==> src/rtl/fifo_pkg.sv <==
// Shared async FIFO helpers: pointer Gray coding and the full compare.
// Read-side logic imports the same functions.
package fifo_pkg;

    localparam int ADDR_WIDTH_DEF = 8;
    localparam int FW = 32;

    function automatic logic [FW-1:0] bin2gray(input logic [FW-1:0] b);
        return b ^ (b >> 1);
    endfunction

    function automatic logic [FW-1:0] gray2bin(input logic [FW-1:0] g);
        logic [FW-1:0] b;
        b = g;
        for (int i = 1; i < FW; i++) begin
            b = b ^ (g >> i);
        end
        return b;
    endfunction

    // Remote Gray pointer with its top two bits inverted: equals our
    // next Gray pointer exactly when we are one full lap ahead.
    function automatic logic [FW-1:0] full_cmp(
        input logic [FW-1:0] g,
        input int            aw
    );
        return g ^ (FW'(3) << (aw - 1));
    endfunction

endpackage

==> src/rtl/gray2bin_conv.sv <==
// Combinational Gray-to-binary converter, prefix XOR from the MSB down.
module gray2bin_conv #(
    parameter int W = 4
) (
    input  logic [W-1:0] gray_i,
    output logic [W-1:0] bin_o
);

    for (genvar i = 0; i < W; i++) begin : g_bit
        assign bin_o[i] = ^gray_i[W-1:i];
    end

endmodule

==> src/rtl/wr_full_ctrl.sv <==
// Async FIFO write-side controller: binary/Gray write pointer, RAM
// write strobe, full, almost-full, fill level and sticky overflow.
module wr_full_ctrl
    import fifo_pkg::*;
#(
    parameter int          ADDR_WIDTH = ADDR_WIDTH_DEF,
    parameter int unsigned AF_THRESH  = 2 ** ADDR_WIDTH - 4
) (
    input  logic                  wr_clk,
    input  logic                  wr_rstn,
    input  logic                  wr_en,
    input  logic [ADDR_WIDTH:0]   syn_rd_ptr,
    input  logic                  ovf_clr,
    output logic [ADDR_WIDTH:0]   wr_ptr,
    output logic [ADDR_WIDTH-1:0] wr_addr,
    output logic                  wr_mem_en,
    output logic                  wr_full,
    output logic                  wr_almost_full,
    output logic [ADDR_WIDTH:0]   wr_level,
    output logic                  wr_overflow
);

    localparam int PW = ADDR_WIDTH + 1;

    logic [PW-1:0] bin_q, bin_d;
    logic [PW-1:0] gray_q, gray_d;
    logic [PW-1:0] lvl_q, lvl_d;
    logic [PW-1:0] rd_bin;
    logic [PW-1:0] full_ref;
    logic          full_q, full_d;
    logic          af_q, af_d;
    logic          ovf_q, ovf_d;
    logic          wr_inc;

    gray2bin_conv #(
        .W(PW)
    ) u_rd_g2b (
        .gray_i(syn_rd_ptr),
        .bin_o (rd_bin)
    );

    assign full_ref = PW'(full_cmp(FW'(syn_rd_ptr), ADDR_WIDTH));

    always_comb begin
        wr_inc = wr_en & ~full_q;
        bin_d  = bin_q + PW'(wr_inc);
        gray_d = PW'(bin2gray(FW'(bin_d)));
        full_d = (gray_d == full_ref);
        // Lagging read pointer makes this an over-estimate, never under.
        lvl_d  = bin_d - rd_bin;
        af_d   = (FW'(lvl_d) >= AF_THRESH);
        ovf_d  = (wr_en & full_q) | (ovf_q & ~ovf_clr);
    end

    always_ff @(posedge wr_clk or negedge wr_rstn) begin
        if (!wr_rstn) begin
            bin_q  <= '0;
            gray_q <= '0;
            lvl_q  <= '0;
            full_q <= 1'b0;
            af_q   <= 1'b0;
            ovf_q  <= 1'b0;
        end else begin
            bin_q  <= bin_d;
            gray_q <= gray_d;
            lvl_q  <= lvl_d;
            full_q <= full_d;
            af_q   <= af_d;
            ovf_q  <= ovf_d;
        end
    end

    assign wr_ptr         = gray_q;
    assign wr_addr        = bin_q[ADDR_WIDTH-1:0];
    assign wr_mem_en      = wr_inc;
    assign wr_full        = full_q;
    assign wr_almost_full = af_q;
    assign wr_level       = lvl_q;
    assign wr_overflow    = ovf_q;

endmodule

==> config.mk <==
export PLATFORM = sky130hd
export DESIGN_NAME = wr_full_ctrl
export DESIGN_NICKNAME = d
export VERILOG_FILES = /design/src/rtl/fifo_pkg.sv /design/src/rtl/gray2bin_conv.sv /design/src/rtl/wr_full_ctrl.sv
export SDC_FILE = /design/constraint.sdc
export NUM_CORES = 1
export LEC_CHECK = 0
export ABC_AREA = 1
export BUFFER_PORTS_ARGS = -buffer_cell sky130_fd_sc_hd__buf_2
export CAP_MARGIN = 20
export CORE_MARGIN = 4
export CORE_UTILIZATION = 50
export DETAILED_ROUTE_END_ITERATION = 12
export GPL_ROUTABILITY_DRIVEN = 0
export PLACE_DENSITY = 0.73
export SLEW_MARGIN = 20
export SYNTH_ARGS = -nofsm -noshare
export SYNTH_HDL_FRONTEND = slang
export SYNTH_SLANG_ARGS = --single-unit
==> constraint.sdc <==
create_clock -name wr_clk -period 5.78 [get_ports wr_clk]
set_input_delay 0.289 -clock wr_clk [delete_from_list [all_inputs] [get_ports wr_clk]]
set_output_delay 0.289 -clock wr_clk [all_outputs]
set_load 0.02 [all_outputs]
==> flow_summary.yaml <==
yosys:
  synth.area.top_cells: "dfrtp_1 38%, nand2_1 13%, xor2_1 6.8%"
  synth_common_cells: "67 x nand2_1, 31 x inv_1, 29 x dfrtp_1"
  synthesis.nets: 254
  yosysTopAreaCell: "dfrtp_1"
  netlist_area_mm2: 0.00193
  yosysTopAreaCellShare_pct: 37.7
  synth-main-ff-cell: "dfrtp_1"
  async_flop_share_pct: 100
  syn_avg_cell_area_um2: 8.38
  synth_edf_count: 0
  synthCells: 230
  ys_warn_count: 0
  synth-seq-cells: 29
  synth.yosys.seq_area_share_pct: 37.7
  yosysUniqueCellTypes: 28
  synth.most_common_cell: "nand2_1"
power:
  power_switching_w: 0.000655
  power_frac_clock_pct: 15.7
  comb_power_share_pct: 59.0
  cell_internal_pwr_w: 0.000732
  ir_worst_vdd_mv: 0.200
  p_leak_nw: 1.27
  power_density_mw_per_mm2: 601
  switching_share_pct: 47.2
  seq_power_share_pct: 25.4
global_routing:
  gr-total-overflow: 0
  grt_pass1_wl_mm: 7.10
  grt_usage_pct: 18.1
  grt_pass1_vias: 1641
  grt_start_max_net_pins: 30
  antenna_found_initial: 0
layout:
  stdcell_area_mm2: 0.00231
  final_layout_size_suffix_gt1_share_pct: 23.3
  syn_to_final_growth_pct: 19.8
  antenna_cells: 0
  fin_nets: 302
drt:
  wl_met1_mm: 1.68
  wl_met2_mm: 1.84
  drc: 0
  viasPerCell: 4.82
  drtAntennaViolNets: 0
  routed_wl_mm: 3.91
  highest_layer: "met4"
  drt-pass1-iter-count: 4
  num_vias: 1575
  drt_iter0_markers: 57
  wl_met3_um: 307
  wl_per_cell_um: 11.9
floorplan:
  die_h_um: 70.1
  die_area_mm2: 0.00491
  die_w_um: 70.1
  start_util_pct: 52.2
  core_mm2: 0.00369
  num_rows: 22
  io_pins: 43
run:
  cap_viol_max_count: 0
setup_path:
  crit_path_start: "wr_full"
  path_class: "reg2reg"
  cp-end-kind: "flip-flop"
  r2r_start: "wr_full"
  cp.arrival_ps: 3010
  worst-path-max-fanout: 4
  start_kind: "flip-flop"
  required_ps: 5990
sta:
  worst_pin_slew_ps: 639
  fin_worst_skew_ps: 2.95
  grt_setup_unrepaired: "false"
  fmax_mhz: 357
  final_hold_viol_count: 0
  finalCriticalPeriod_ps: 2800
  tns_ps: 0
  fin_crit_sh_pct: 48.4
  setup_viol: 0
  slew_violations: 0
  maxSlewHeadroom_pct: 57.4
clock_network:
  cts-root-buf: "clkbuf_8"
  cts_buffers: 5
  clock_latency_ps: 280
  cts_tree: "done"
  cts_setup_buffers: 0
  holdBufCountCts: 0
  ctsResizeCount: 0
  htreeDepth: 2
  path_clk_slew_ps: 60
  clock_sink_count: 29
  cts_buffer_depth: 2
placed_design:
  io_buffers: 42
  place_area_mm2: 0.00219
  dp_hpwl_mm: 3.13
outcome:
  outcome: "finished, final reports clean"
min_path:
  hold_path_class: "in2async"
cell type report:
| cell class | count | area (µm²) |
|---|---|---|
| clock inverter | 1 | 30.0 |
| fill | 331 | 1380 |
| multi-input combinational | 166 | 1070 |
| timing repair buffer | 42 | 210 |
| sequential | 29 | 726 |
| clock buffer | 7 | 86.3 |
| tap | 48 | 60.1 |
| inverter | 34 | 128 |
power by group through the flow:
stage	Sequential (W)	Clock, W	Combinational, W
2_1_floorplan	0.000470	0	0.000496
3_3_place_gp	0.000352	0	0.000806
3_5_place_dp	0.000357	0	0.000818
4_1_cts	0.000354	0.000221	0.000828
5_1_grt	0.000366	0.000230	0.000929
6_report	0.000352	0.000217	0.000817
worst max-delay path, cell delays in order (launching register included):
cell	delay [ps]
dfrtp_1	400
nor2_1	170
ha_1	220
ha_1	210
xor2_1	370
ha_1	340
a21oi_1	150
nand2_1	140
xor2_1	190
and2_1	150
nand3_1	80
nor2_1	140
nand3_1	90
nand2_1	80
registers in the layout, summed over array words and instances (netlist names):
register / flops
bin_q: 9
wr_level: 9
wr_ptr: 8
wr_almost_full: 1
wr_full: 1
wr_overflow: 1
per-layer routing:
| layer | up-vias | track usage [%] |
|---|---|---|
| li1 | 811 | - |
| met1 | 702 | 22.2 |
| met2 | 55 | 30.0 |
| met3 | 7 | 5.47 |
| met4 | 0 | 6.81 |
| met5 | - | 0 |
stage by stage:
step / cells / worst slack, ps / total power (W) / hold slack, ps / util, %
global route: 327 / 2690 / 0.00152 / 94.0 / 62.6
detailed placement: 319 / 3040 / 0.00118 / 354 / 59.4
floorplan: 230 / 2980 / 0.000966 / -6.59 / -
global placement: 319 / 3140 / 0.00116 / 344 / 59.4
finish: 327 / 2980 / 0.00139 / 30.3 / 62.6
CTS: 327 / 2990 / 0.00140 / 50.1 / 62.6
worst paths after layout:
| kind | endpoint | depth (start not counted) | slack (ps) |
|---|---|---|---|
| worst max register to register | wr_almost_full | 13 | 2980 |
| worst max-delay path | wr_almost_full | 13 | 2980 |
| worst min register to register | wr_overflow | 2 | 520 |
| worst min-delay path | wr_overflow | 1 | 30 |
| max in group asynchronous | wr_almost_full | 1 | 5330 |
| min in group wr_clk | wr_overflow | 2 | 210 |
kinds of logic after synthesis:
family	synth area share [%]
adder cells (fa/ha/maj)	7.53
buffers and inverters	6.88
AO/OA/AOI/OAI	2.40
AND/OR/NAND/NOR	28.0
flip-flops	37.7
XOR/XNOR	17.5
cells in the final DEF, fill, tap and decap left out, types with 2 or more instances in the layout:
cell      count
a21oi_1       3
and2_1        2
buf_2        42
clkbuf_8      6
dfrtp_1      29
ha_1         10
inv_1        31
inv_2         2
nand2_1      67
nand3_1      24
nand3_2       2
nand4_1       3
nor2_1       12
nor2_4        2
o21ai_0       2
o21bai_1      2
xnor2_1       8
xnor2_4       2
xor2_1       15
xor2_2        4
Power figures use the tool's default switching activity.
